`config.mk`:
```
export PLATFORM = sky130hd
export DESIGN_NAME = mem_stage_flat
export DESIGN_NICKNAME = d
export VERILOG_FILES = /design/src/rtl/mem_stage_if.sv /design/src/rtl/mem_stage.sv /design/src/flat_wrapper.sv
export SDC_FILE = /design/constraint.sdc
export NUM_CORES = 1
export LEC_CHECK = 0
export ABC_AREA = 1
export CAP_MARGIN = 10
export CORE_MARGIN = 4
export CORE_UTILIZATION = 50
export CTS_CLUSTER_DIAMETER = 40
export DETAILED_ROUTE_END_ITERATION = 6
export PLACE_DENSITY = 0.89
export SLEW_MARGIN = 25
export SYNTH_ARGS = -nofsm -noshare
export SYNTH_HDL_FRONTEND = slang
export SYNTH_SLANG_ARGS = --single-unit
```
`constraint.sdc`:
```
create_clock -name clk -period 7.2 [get_ports clk]
set_input_delay 1.44 -clock clk [delete_from_list [all_inputs] [get_ports clk]]
set_output_delay 1.44 -clock clk [all_outputs]
set_load 0.05 [all_outputs]
```
`src/rtl/mem_stage_if.sv`:
```
// EX/MEM slot, byte-wide memory bus and writeback port of the memory-access stage.
// The stage connects through the slave modport; the upstream side connects through master.
interface mem_stage_if #(parameter int MEM_ADDR_W = 32);
    logic                  valid;
    logic                  mem_read;
    logic                  mem_write;
    logic [2:0]            funct3;
    logic [MEM_ADDR_W-1:0] addr;
    logic [31:0]           sdata;
    logic [4:0]            ex_wd;
    logic                  ex_wreg;
    logic [31:0]           ex_wdata;

    logic [MEM_ADDR_W-1:0] mem_a;
    logic                  mem_wr;
    logic [7:0]            mem_dout;
    logic [7:0]            mem_din;

    logic                  stall_req;
    logic [4:0]            wd;
    logic                  wreg;
    logic [31:0]           wdata;

    modport slave (
        input  valid, mem_read, mem_write, funct3, addr, sdata,
        input  ex_wd, ex_wreg, ex_wdata, mem_din,
        output mem_a, mem_wr, mem_dout, stall_req, wd, wreg, wdata
    );

    modport master (
        output valid, mem_read, mem_write, funct3, addr, sdata,
        output ex_wd, ex_wreg, ex_wdata, mem_din,
        input  mem_a, mem_wr, mem_dout, stall_req, wd, wreg, wdata
    );
endinterface

```
`src/rtl/mem_stage.sv`:
```
// RISC-V memory-access stage: byte-serial loads/stores over an 8-bit bus,
// combinational stall while a multi-byte access is in flight, registered writeback.
module mem_stage #(
    parameter int MEM_ADDR_W = 32
) (
    input  logic        clk,
    input  logic        rst,
    mem_stage_if.slave  bus
);

    localparam logic [1:0] IDLE  = 2'd0;
    localparam logic [1:0] LOAD  = 2'd1;
    localparam logic [1:0] STORE = 2'd2;

    logic [1:0]            state, state_next;
    logic [2:0]            cnt, cnt_next;
    logic [23:0]           load_buf;
    logic [2:0]            nbytes;
    logic                  is_load, is_store;
    logic [MEM_ADDR_W-1:0] mem_a_c;
    logic                  mem_wr_c;
    logic [7:0]            mem_dout_c;
    logic                  stall_c;
    logic                  load_done;
    logic                  capture;
    logic                  sign;
    logic [31:0]           load_val;

    function automatic logic [7:0] store_byte(input logic [31:0] d, input logic [1:0] k);
        logic [7:0] b;
        case (k)
            2'd0:    b = d[7:0];
            2'd1:    b = d[15:8];
            2'd2:    b = d[23:16];
            default: b = d[31:24];
        endcase
        return b;
    endfunction

    always_comb begin
        case (bus.funct3[1:0])
            2'b00:   nbytes = 3'd1;
            2'b01:   nbytes = 3'd2;
            default: nbytes = 3'd4;
        endcase
        is_load  = bus.valid & bus.mem_read;
        is_store = bus.valid & bus.mem_write & ~bus.mem_read;
    end

    // cnt counts bytes already presented; a load needs one extra cycle for the last read byte
    always_comb begin
        state_next = state;
        cnt_next   = cnt;
        mem_a_c    = '0;
        mem_wr_c   = 1'b0;
        mem_dout_c = 8'h00;
        stall_c    = 1'b0;
        load_done  = 1'b0;
        capture    = 1'b0;
        case (state)
            IDLE: begin
                if (is_load) begin
                    mem_a_c    = bus.addr;
                    stall_c    = 1'b1;
                    state_next = LOAD;
                    cnt_next   = 3'd1;
                end else if (is_store) begin
                    mem_a_c    = bus.addr;
                    mem_wr_c   = 1'b1;
                    mem_dout_c = store_byte(bus.sdata, 2'd0);
                    if (nbytes != 3'd1) begin
                        stall_c    = 1'b1;
                        state_next = STORE;
                        cnt_next   = 3'd1;
                    end
                end
            end
            LOAD: begin
                if (cnt == nbytes) begin
                    load_done  = 1'b1;
                    state_next = IDLE;
                    cnt_next   = 3'd0;
                end else begin
                    mem_a_c  = bus.addr + MEM_ADDR_W'(cnt);
                    stall_c  = 1'b1;
                    capture  = 1'b1;
                    cnt_next = cnt + 3'd1;
                end
            end
            STORE: begin
                mem_a_c    = bus.addr + MEM_ADDR_W'(cnt);
                mem_wr_c   = 1'b1;
                mem_dout_c = store_byte(bus.sdata, cnt[1:0]);
                if (cnt == nbytes - 3'd1) begin
                    state_next = IDLE;
                    cnt_next   = 3'd0;
                end else begin
                    stall_c  = 1'b1;
                    cnt_next = cnt + 3'd1;
                end
            end
            default: begin
                state_next = IDLE;
                cnt_next   = 3'd0;
            end
        endcase
    end

    // The last byte is taken straight from the bus, earlier ones from the buffer
    always_comb begin
        sign = ~bus.funct3[2] & bus.mem_din[7];
        case (nbytes)
            3'd1:    load_val = {{24{sign}}, bus.mem_din};
            3'd2:    load_val = {{16{sign}}, bus.mem_din, load_buf[7:0]};
            default: load_val = {bus.mem_din, load_buf};
        endcase
    end

    always_ff @(posedge clk or posedge rst) begin
        if (rst) begin
            state    <= IDLE;
            cnt      <= 3'd0;
            load_buf <= 24'h0;
        end else begin
            state <= state_next;
            cnt   <= cnt_next;
            if (capture) begin
                case (cnt[1:0])
                    2'd1:    load_buf[7:0]   <= bus.mem_din;
                    2'd2:    load_buf[15:8]  <= bus.mem_din;
                    default: load_buf[23:16] <= bus.mem_din;
                endcase
            end
        end
    end

    // Stall edges insert a bubble; stores never write a register
    always_ff @(posedge clk or posedge rst) begin
        if (rst) begin
            bus.wd    <= 5'd0;
            bus.wreg  <= 1'b0;
            bus.wdata <= 32'h0;
        end else if (stall_c) begin
            bus.wreg <= 1'b0;
        end else if (load_done) begin
            bus.wd    <= bus.ex_wd;
            bus.wreg  <= bus.ex_wreg;
            bus.wdata <= load_val;
        end else if (state == STORE || (state == IDLE && is_store)) begin
            bus.wreg <= 1'b0;
        end else if (state == IDLE) begin
            bus.wd    <= bus.ex_wd;
            bus.wreg  <= bus.ex_wreg & bus.valid;
            bus.wdata <= bus.ex_wdata;
        end
    end

    assign bus.mem_a     = rst ? '0    : mem_a_c;
    assign bus.mem_wr    = rst ? 1'b0  : mem_wr_c;
    assign bus.mem_dout  = rst ? 8'h00 : mem_dout_c;
    assign bus.stall_req = rst ? 1'b0  : stall_c;

endmodule

```
`src/flat_wrapper.sv`:
```
// flat-port wrapper written by rule: the top's interface ports become plain ports
module mem_stage_flat 
#(
    parameter int MEM_ADDR_W = 32
)
  (clk, rst, bus_valid, bus_mem_read, bus_mem_write, bus_funct3, bus_addr, bus_sdata, bus_ex_wd, bus_ex_wreg, bus_ex_wdata, bus_mem_din, bus_mem_a, bus_mem_wr, bus_mem_dout, bus_stall_req, bus_wd, bus_wreg, bus_wdata);
  mem_stage_if #(.MEM_ADDR_W(MEM_ADDR_W)) bus_i ();
  input  logic clk;
  input  logic rst;
  input wire logic [$bits(bus_i.valid)-1:0] bus_valid;
  input wire logic [$bits(bus_i.mem_read)-1:0] bus_mem_read;
  input wire logic [$bits(bus_i.mem_write)-1:0] bus_mem_write;
  input wire logic [$bits(bus_i.funct3)-1:0] bus_funct3;
  input wire logic [$bits(bus_i.addr)-1:0] bus_addr;
  input wire logic [$bits(bus_i.sdata)-1:0] bus_sdata;
  input wire logic [$bits(bus_i.ex_wd)-1:0] bus_ex_wd;
  input wire logic [$bits(bus_i.ex_wreg)-1:0] bus_ex_wreg;
  input wire logic [$bits(bus_i.ex_wdata)-1:0] bus_ex_wdata;
  input wire logic [$bits(bus_i.mem_din)-1:0] bus_mem_din;
  output wire logic [$bits(bus_i.mem_a)-1:0] bus_mem_a;
  output wire logic [$bits(bus_i.mem_wr)-1:0] bus_mem_wr;
  output wire logic [$bits(bus_i.mem_dout)-1:0] bus_mem_dout;
  output wire logic [$bits(bus_i.stall_req)-1:0] bus_stall_req;
  output wire logic [$bits(bus_i.wd)-1:0] bus_wd;
  output wire logic [$bits(bus_i.wreg)-1:0] bus_wreg;
  output wire logic [$bits(bus_i.wdata)-1:0] bus_wdata;
  assign bus_i.valid = bus_valid;
  assign bus_i.mem_read = bus_mem_read;
  assign bus_i.mem_write = bus_mem_write;
  assign bus_i.funct3 = bus_funct3;
  assign bus_i.addr = bus_addr;
  assign bus_i.sdata = bus_sdata;
  assign bus_i.ex_wd = bus_ex_wd;
  assign bus_i.ex_wreg = bus_ex_wreg;
  assign bus_i.ex_wdata = bus_ex_wdata;
  assign bus_i.mem_din = bus_mem_din;
  assign bus_mem_a = bus_i.mem_a;
  assign bus_mem_wr = bus_i.mem_wr;
  assign bus_mem_dout = bus_i.mem_dout;
  assign bus_stall_req = bus_i.stall_req;
  assign bus_wd = bus_i.wd;
  assign bus_wreg = bus_i.wreg;
  assign bus_wdata = bus_i.wdata;
  mem_stage #(.MEM_ADDR_W(MEM_ADDR_W)) u_core (.clk(clk), .rst(rst), .bus(bus_i));
endmodule
```
# Yosys cells after proc, flatten, opt, wreduce, memory -nomap -nowiden
# Index checks and enable logic that the tools add are counted.
# Widths: inputs -> output; s select.
# op_classes
addsub	3
eq_ne	15
n_mux	48
bitwise	9
reduce_logical	14
# op_table
cell	count
$mux 32	7
$pmux 32 s3	1
$pmux 32 s2	1
$add 32x3->32	1
$mux 8	3
$pmux 8 s3	1
$mux 1	16
$pmux 8 s2	1
$mux 3	5
$mux 5	3
$mux 2	5
$ne 3x1->1 const B	3
$pmux 3 s3	1
$reduce_and 2->1	4
$eq 2x1->1 const B	3
$eq 3x3->1	2
$logic_not 2->1	3
$ne 2x1->1 const B	3
$pmux 2 s3	1
$pmux 3 s2	1
$and 1x1->1	5
$eq 2x2->1 const B	2
$not 1->1	4
$reduce_and 4->1	1
other kinds (12)	12
# word_totals
ff_bits	67
in_bits	118
output_inout_bits	80
word_cells	97

# Logic depth before layout (Yosys ltp)
# Gate-level depths: netlist (run 1).
# depth
ltp_word	9
depth_mapped	13
ltp_nobuf	12

# Worst setup path after synthesis (run 1)
# No wires, ideal clock.
# synth_timing
kind	input -> output
start	in rst
end	out bus_mem_dout[3]
arrival_ps	3970
t_required_ps	5760
slack_ps	1790
cell_stages	4
n_path_buf	1
cell_sequence	clkbuf_1 clkinv_1 nand2_1 a21oi_1
# synth_between
elab_chain_len	1
# synth_rtl
item	line	text
start: declaration	flat_wrapper.sv:9	input logic rst;
$mux 8	mem_stage.sv:160	assign bus.mem_dout = rst ? 8'h00 : mem_dout_c;
end: declaration	flat_wrapper.sv:22	output wire logic [$bits(bus_i.mem_dout)-1:0] bus_mem_dout;
# Every way passes these cells.

# Worst setup path after layout (run 1)
# layout_timing
start	in bus_addr[0]
end	out bus_mem_a[14]
# layout_between
elab_chain_len	4
# layout_rtl
item	line	text
start: declaration	flat_wrapper.sv:14	input wire logic [$bits(bus_i.addr)-1:0] bus_addr;
$add 32x3->32 *	mem_stage.sv:84, mem_stage.sv:91	
$mux 32	mem_stage.sv:79	if (cnt == nbytes) begin
$pmux 32 s3 *	mem_stage.sv:60	case (state)
$mux 32 *	mem_stage.sv:158	assign bus.mem_a = rst ? '0 : mem_a_c;
end: declaration	flat_wrapper.sv:20	output wire logic [$bits(bus_i.mem_a)-1:0] bus_mem_a;
# Mark *: on every way between the ends. The rest lies on a longest branch, timed or not.

==> results summary, run 1 <==
The number of hold-repair buffers added at the cts stage is 0. The transition time at the pin with the least slew margin came out at 0.788 ns. On the worst path, the slowest cell contributes a delay of 0.83 ns. The cell type contributing the most total cell area after synthesis is sky130_fd_sc_hd__dfrtp_1. Setup repair after global routing left no endpoint under its margin. The CTS tree is done.

Summed over all layers, the global routing overflow is 0. For this design, the slowest cell found on the critical path is sky130_fd_sc_hd__clkdlybuf4s50_1. The power density over the cells is 372 nW/um^2.

Excluding fillers, the count of instances in the completed layout stands at 1212. The utilization after layout came out at 71.2%. The start-to-end type of the worst setup path is in2out. The tree is rooted in a sky130_fd_sc_hd__clkbuf_8. The final weighted congestion in routability-driven placement is 0.979.

In the final layout, the share of cells above drive strength 1 is 7.84%. The share of the clock period used by the worst path came out at 84.5%. The total detailed-routing wirelength came out at 17.4 mm. The final routed DRC violation total is 0. The switching part of the total is 52.9%. The I/O pin count is 198. The clock-pin slew on the worst setup and hold paths is 0.07 ns. The count of synthesis-stage warnings from yosys is 0. Setup violations remaining at the end of the flow were counted as 0. The horizontal extent of the die came out at 113 microns. The async set or reset register ratio after synthesis came out at 100%. The number of distinct library cells after synthesis is 38. The maximum resistive drop on vdd came out at 0.000266 V. The share of total power in sequential cells came out at 23.1%. The share of power burned in the clock network is 12.0%. Synthesis produced a netlist whose cell count is 891.

Setup slack on the critical path of the routed design comes to 1.12 ns. Traced cell by cell, the critical path runs through clkdlybuf4s50_1 -> ha_1 -> inv_1 -> fa_1 -> inv_1 -> nand3_1 -> nand2_1 -> nand2_1 -> nor2_1 -> xor2_1 -> nand2_1 -> a21oi_1 -> clkdlybuf4s50_1. The antenna cell count is 0. After the first detailed-routing iteration, the DRC count stood at 440. The estimated wirelength of the detail-placed design came out at 13.5 mm. The area of all placed cells without fillers came out at 7720 sq um. At the end of the flow, the number of nets in the layout was 1195. The number of placed cells counting well taps is 1196. The die footprint came out at 12800 sq um. The flow ran to the end, and the final reports show no timing, DRC or antenna violations. The number of flip-flops and latches in the synthesized netlist came out at 67. By area the synthesized netlist is led by sky130_fd_sc_hd__dfrtp_1 (30%), sky130_fd_sc_hd__nand2_1 (28%), sky130_fd_sc_hd__o21ai_0 (4.6%). The minimum setup slack after placement came out at 1.12 ns.

The worst endpoint data arrival time is 4.64 ns. In this run the cell area measured after placement is 7510 sq um. In this run the vertical extent of the chip is 113 microns.

After synthesis, the largest family of logic cells by area is simple AND/OR/NAND/NOR gates. The synthesized design devotes to its leading area cell type 30.2% of total area. The worst hold margin came out at 0.473 ns. The multiplexer area fraction after synthesis is 0%.

The per-cell via count in the routed design is 5.19. The most repeated cell in the gate-level netlist after synthesis is sky130_fd_sc_hd__nand2_1. The simple-gate share of the synthesized area came out at 44.2%. The maximum number of buffers from clock root to sink came out at 2.

The most used flip-flop cell after synthesis is sky130_fd_sc_hd__dfrtp_1. The detailed-route wire length per cell came out at 14.4 microns. The data required time at the worst endpoint is 5.76 ns.

The max-slew violation total from the final report is 0. The net count of the mapped netlist came out at 1019. STA classifies the critical path endpoint as an output pin. The number of resized instances in the post-cts repair step is 0.

For this run, the top clock speed supported by timing is 0.164 GHz. The most common cell type on the critical path is sky130_fd_sc_hd__nand2_1. The switching power summed over all nets is 1.52 mW. The synthesized area is 5550 sq um. The highest fanout seen on the critical path came out at 6.

Summed over all failing endpoints, the final setup total negative slack is 0 ns. The total CTS buffers came out at 9. Summed over all cells, the static leakage comes to 3.64 nW. The via count of the first global-routing pass is 6267. The post-synthesis xor/xnor area fraction is 1.90%.

The initial antenna violation count came out at 0. Ranked by instance count, the synthesized netlist is headed by sky130_fd_sc_hd__nand2_1 (408), sky130_fd_sc_hd__dfrtp_1 (67), sky130_fd_sc_hd__nor2_1 (61). The final hold violation count is 0. The area growth from synthesis to layout is 39.3%. The average instance area after synthesis is 6.22 sq um. The routed layout has 6291 vias. The starting density of the core came out at 51.2%. Input and output buffers added on the ports amount to 197. The internal portion of total power is 1.35 mW. The worst hold path belongs to the class reg2reg. The count of max-cap constraint violations came out at 0. The H-tree depth is 3. Headroom to the max-slew limit came out at 47.5%. The area inside the core boundary is 10800 sq um. The pin count of the biggest net entering global routing is 65. The post-synthesis share of cell area spent on full adders, half adders and majority gates is 2.39%. The first-pass iteration count of the detailed router came out at 5. Combinational cells account for 64.9% of the total power. The share of the synthesized area in compound gates (AO/OA/AOI/OAI) is 13.0%. The startpoint type of the worst setup path is a primary input. The shortest clock period the worst path allows after layout is 6.08 ns. The first-pass GRT wire length came out at 29.5 mm.

The clock latency at the later pin of the worst-skew pair is 0.35 ns. Yosys mapped a number of flops with a built-in enable equal to 0. Global routing used 27.9% of the available tracks across all layers. In this run the remaining antenna-violating nets after routing total 0. The count of clock tree sinks came out at 67. The sequential area share after synthesis is 30.2%. Across the routed clock network, the largest skew measured is 0.0119 ns. The number of placement rows came out at 38. After layout, the design draws a total of 2.87 mW.

The number of post-CTS setup repair buffers is 0.
[worst max-delay path: cells and delay by family]
kind	cells	cell delay, ns
AOI/OAI and AO/OA	1	0.14
xor gates and xnor gates	1	0.18
adders and majority gates	2	0.61
buffers and inverters	4	1.49
and+or+nand+nor	5	0.78
[metal layers]
layer | share of wire (%) | global-route usage [%]
met2 | 50 | 49.4
met4 | 3.5 | 11.5
met5 | 0 | 0
met1 | 39 | 32.7
met3 | 6.9 | 6.15
[cells in the final DEF (no fill, tap or decap), drive strengths merged]
| cell | netlist | routed |
|---|---|---|
| nand2 | 449 | 449 |
| clkdlybuf4s50 | 0 | 197 |
| dfrtp | 67 | 67 |
| nor2 | 65 | 65 |
| inv | 62 | 64 |
| o21ai | 62 | 62 |
| nand3 | 48 | 48 |
| a21oi | 47 | 47 |
| clkbuf | 12 | 10 |
| ha | 9 | 9 |
| a31oi | 8 | 8 |
| xnor2 | 7 | 7 |
| nand4 | 6 | 6 |
| o21bai | 5 | 5 |
| xor2 | 5 | 5 |
| o22ai | 4 | 4 |
| buf | 24 | 4 |
| or2 | 3 | 3 |
| o211ai | 2 | 2 |
| clkinvlp | 0 | 2 |
| bufinv | 0 | 2 |
| clkinv | 2 | 2 |
| nand3b | 1 | 1 |
| o31ai | 1 | 1 |
| nor3 | 1 | 1 |
| fa | 1 | 1 |
[power groups by stage]
stage          clock, mW  sequential, mW  combinational (mW)
2_1_floorplan          0           0.995                1.02
3_3_place_gp           0           0.655                1.82
3_5_place_dp           0           0.665                1.86
4_1_cts            0.348           0.661                1.88
5_1_grt            0.367           0.688                2.02
6_report           0.343           0.664                1.87
[path summary, 6_finish.rpt]
path	from	end	slack [ns]	cells after the start
max	bus_addr[0]	bus_mem_a[14]	1.12	13
min	u_core.bus.wdata[9]$_DFFE_PP0P_	u_core.bus.wdata[9]$_DFFE_PP0P_	0.47	2
max reg2reg	u_core.cnt[1]$_DFFE_PP0P_	u_core.bus.wdata[21]$_DFFE_PP0P_	4.61	9
min reg2reg	u_core.bus.wdata[9]$_DFFE_PP0P_	u_core.bus.wdata[9]$_DFFE_PP0P_	0.47	2
max in group asynchronous	rst	u_core.load_buf[13]$_DFFE_PP0P_	4.54	4
min in group asynchronous	rst	u_core.cnt[0]$_DFFE_PP0P_	1.61	3
[state kept, by name, summed over array words and instances, names as in the netlist]
register	count
u_core.bus.wd	5
u_core.bus.wdata	32
u_core.bus.wreg	1
u_core.cnt	3
u_core.load_buf	24
u_core.state	2
[area by class of cell]
| type | count | area, sq um |
|---|---|---|
| inverter | 64 | 240 |
| timing repair buffer | 201 | 2000 |
| tap | 140 | 175 |
| clock inverter | 6 | 88.8 |
| fill | 906 | 3120 |
| clock buffer | 10 | 128 |
| sequential | 67 | 1680 |
| multi-input combinational | 724 | 3410 |
[logic make-up (layout without fill, tap and decap cells)]
kind of cell | after synthesis | in the layout
AO/OA/AOI/OAI | 129 | 129
XOR/XNOR | 12 | 12
adder cells (fa/ha/maj) | 10 | 10
buffers and inverters | 100 | 281
flip-flops | 67 | 67
AND/OR/NAND/NOR | 573 | 573
Note: power is estimated with default switching activity, not from simulation.
==> inputs of run 2 (changes only) <==
- CORE_UTILIZATION: 50 -> 46
- PLACE_DENSITY: 0.89 -> 0.83
- clock period: 7.2 -> 5.9 ns (I/O delays scaled with it)
==> results summary, run 2 (synthesis gave the netlist of run 1 again) <==
The count of max-cap constraint violations came out at 0 (unchanged). In this design, the critical path's most frequently occurring cell is sky130_fd_sc_hd__nand2_1. The maximum operating frequency is 0.185 GHz.

The total setup violations reported at the end of the flow is 0 (unchanged). The I/O pin count came out at 198 (unchanged). The setup slack after layout is 0.484 ns (-0.636 ns). The count of port buffers added during placement was 197 (unchanged).

The setup path with the least slack is of type in2out. The number of buffer and inverter instances along the worst setup path is 4 (unchanged). The remaining antenna violation count was 0 (unchanged). The initial antenna violation count is 0 (unchanged). The final sum of negative setup slack is 0 ns (unchanged). The clock-pin slew on the worst setup and hold paths came out at 0.06 ns (about the same). The routing usage on met2 is 44.4% (-5.0 points). In the final layout, the registers with the most flip-flops are u_core.bus.wdata x32, u_core.load_buf x24, u_core.bus.wd x5. The final layout net count is 1197 (+0.17%). The via count of the first global-routing pass is 6003 (-4.2%).

The final routed DRC violation total is 0 (unchanged). The starting density of the core came to 47.7% (-3.4 points). The share of the clock period used by the worst path is 91.8%. The library cells used most frequently in the layout, excluding fill and tap cells, are sky130_fd_sc_hd__nand2_1 (408), sky130_fd_sc_hd__clkdlybuf4s50_1 (196), sky130_fd_sc_hd__dfrtp_1 (67), sky130_fd_sc_hd__nor2_1 (61), sky130_fd_sc_hd__inv_1 (58). Setup repair after global routing left no endpoint under its margin. The run finished with clean final reports.

The worst hold margin was 0.468 ns (-0.00508 ns). The die footprint came out at 13900 sq um (+8.1%). The register with the most flip-flops in the final layout is u_core.bus.wdata. The pin count of the biggest net entering global routing is 53 (-18%). The minimum setup slack after placement is 0.534 ns (-0.587 ns). The total routing usage reported by global routing came out at 25.2% (-2.7 points). The detailed-route wire length per cell is 14.6 microns (+1.3%). The vertical die dimension is 118 microns (+4.0%).

The total detailed-routing wirelength is 17.7 mm (+1.8%). The utilization after layout came out at 67.4% (-3.8 points). The met1 layer usage reported by global route is 30.4% (-2.3 points). The worst endpoint data arrival time was 4.24 ns (-0.40 ns). The number of hold-repair buffers added at the cts stage is 0 (unchanged).

The leading cell type in the layout, fill and taps excluded is sky130_fd_sc_hd__nand2_1. The number of placement rows came out at 39 (+2.6%). After global routing, the most crowded layer is met2. The final hold violation count came to 0 (unchanged). The startpoint type of the worst setup path is a primary input. The final weighted congestion in routability-driven placement is 0.924 (-5.7%).

The power density over the cells is 464 nW/um^2 (+25%). The highest fanout seen on the critical path came out at 5 (-1). The class of the worst hold path is reg2reg. The normalized max-slew margin was 51.7% (+4.2 points).

The maximum cell stage delay along the critical path is 0.82 ns (about the same). The number of resized instances in the post-cts repair step is 0 (unchanged). Walking the worst path, the cells encountered are clkdlybuf4s50_1 -> ha_1 -> inv_1 -> fa_1 -> inv_1 -> nand3_1 -> nand2_1 -> nand2_1 -> nor2_1 -> nand2_1 -> nand2_1 -> nand3_1 -> a21oi_1 -> clkdlybuf4s50_1.

The global routing met3 resource utilization came out at 6.15% (about the same). The H-tree depth came out at 3 (unchanged). The clock latency at the later pin of the worst-skew pair is 0.33 ns (-0.02 ns).

The maximum resistive drop on vdd is 0.000217 V (-18%). The count of clock tree sinks came to 67 (unchanged). The CTS tree is done. The flip-flop count of the largest register, all copies and words added came out at 32 (unchanged). The first-pass GRT wire length is 29.2 mm (-0.86%). The per-cell via count in the routed design came out at 5.16 (-0.55%). The cell family contributing the most delay on the critical path is buffers and inverters. The final setup skew came out at 0.00622 ns (-0.00570 ns). The number of vias after detailed routing came out at 6282 (-0.14%).

The maximum number of buffers from clock root to sink came out at 2 (unchanged). The number of violations reported at the end of detailed-routing iteration 0 is 578 (+31%). The post-route total power is 3.64 mW (+27%). The area growth from synthesis to layout came out at 41.2%. The number of post-CTS setup repair buffers came out at 0 (unchanged). The antenna cell count was 0 (unchanged).

The count of fill cells added during filler insertion is 1027 (+13%). The leakage power summed over all cells is 3.71 nW (+1.7%). The ratio of cells with drive above 1 in the final layout is 8.10% (+0.26 points). The horizontal extent of the die came out at 118 microns (+4.0%). The data required time at the worst endpoint came out at 4.72 ns (-1.04 ns). The slowest stage of the critical path is the sky130_fd_sc_hd__clkdlybuf4s50_1 cell. The estimated wirelength of the detail-placed design came out at 13.6 mm (+0.26%).

The total CTS buffers came out at 9 (unchanged). The total congestion overflow came out at 0 (unchanged). The max-slew violation total from the final report came out at 0 (unchanged). The first-pass iteration count of the detailed router came out at 5 (unchanged). The shortest clock period the worst path allows after layout is 5.42 ns. The endpoint class of the critical path is an output pin.

The transition time at the pin with the least slew margin is 0.725 ns (-0.0631 ns). In this run the clock root is driven by a sky130_fd_sc_hd__clkbuf_16. The area inside the core boundary came out at 11600 sq um (+7.1%).
==> run 2: final cells by class <==
type | instances | area, sq um | area share [%]
inverters | 64 | 240 | 3.07
repair buffers | 203 | 2010 | 25.7
clock buffers | 12 | 256 | 3.28
flip-flops and latches | 67 | 1680 | 21.4
multi-input cells | 724 | 3410 | 43.6
clock inverters | 4 | 48.8 | 0.623
well taps | 143 | 179 | 2.29
==> run 2: worst register-to-register path, delay by kind of cell, from the launching register on <==
| kind | cells | cell delay, ns |
|---|---|---|
| simple gates | 7 | 1.75 |
| flops | 1 | 0.45 |
| buf+inv | 2 | 0.33 |
==> run 2: report_power, final <==
part           total (mW)  switching [mW]  internal (mW)
combinational        2.28            1.54          0.739
sequential          0.807           0.128          0.679
clock               0.550           0.201          0.349
total                3.64            1.87           1.77
==> run 2: routing by layer <==
| metal | vias up | routed length [microns] |
|---|---|---|
| met5 | - | 0 |
| met4 | 0 | 393 |
| met3 | 33 | 1190 |
| met2 | 244 | 8910 |
| met1 | 2830 | 7250 |
| li1 | 3175 | - |
==> run 2: final timing paths <==
kind	cells after the start	endpoint	startpoint	slack (ns)
min in group asynchronous	2	u_core.cnt[2]$_DFFE_PP0P_	rst	1.23
max in group asynchronous	3	u_core.load_buf[21]$_DFFE_PP0P_	rst	3.62
worst min-delay path	2	u_core.bus.wd[3]$_DFFE_PP0P_	u_core.bus.wd[3]$_DFFE_PP0P_	0.47
worst max register to register	9	u_core.bus.wdata[19]$_DFFE_PP0P_	u_core.cnt[1]$_DFFE_PP0P_	3.30
worst min register to register	2	u_core.bus.wd[3]$_DFFE_PP0P_	u_core.bus.wd[3]$_DFFE_PP0P_	0.47
worst max-delay path	14	bus_mem_a[30]	bus_addr[0]	0.48
==> run 2: metrics by stage <==
step                      instances  instance area (sq um)
after floorplan                 891                   5550
after global placement         1201                   7520
after detailed placement       1201                   7520
after CTS                      1217                   7830
after global routing           1217                   7830
final                          1217                   7830
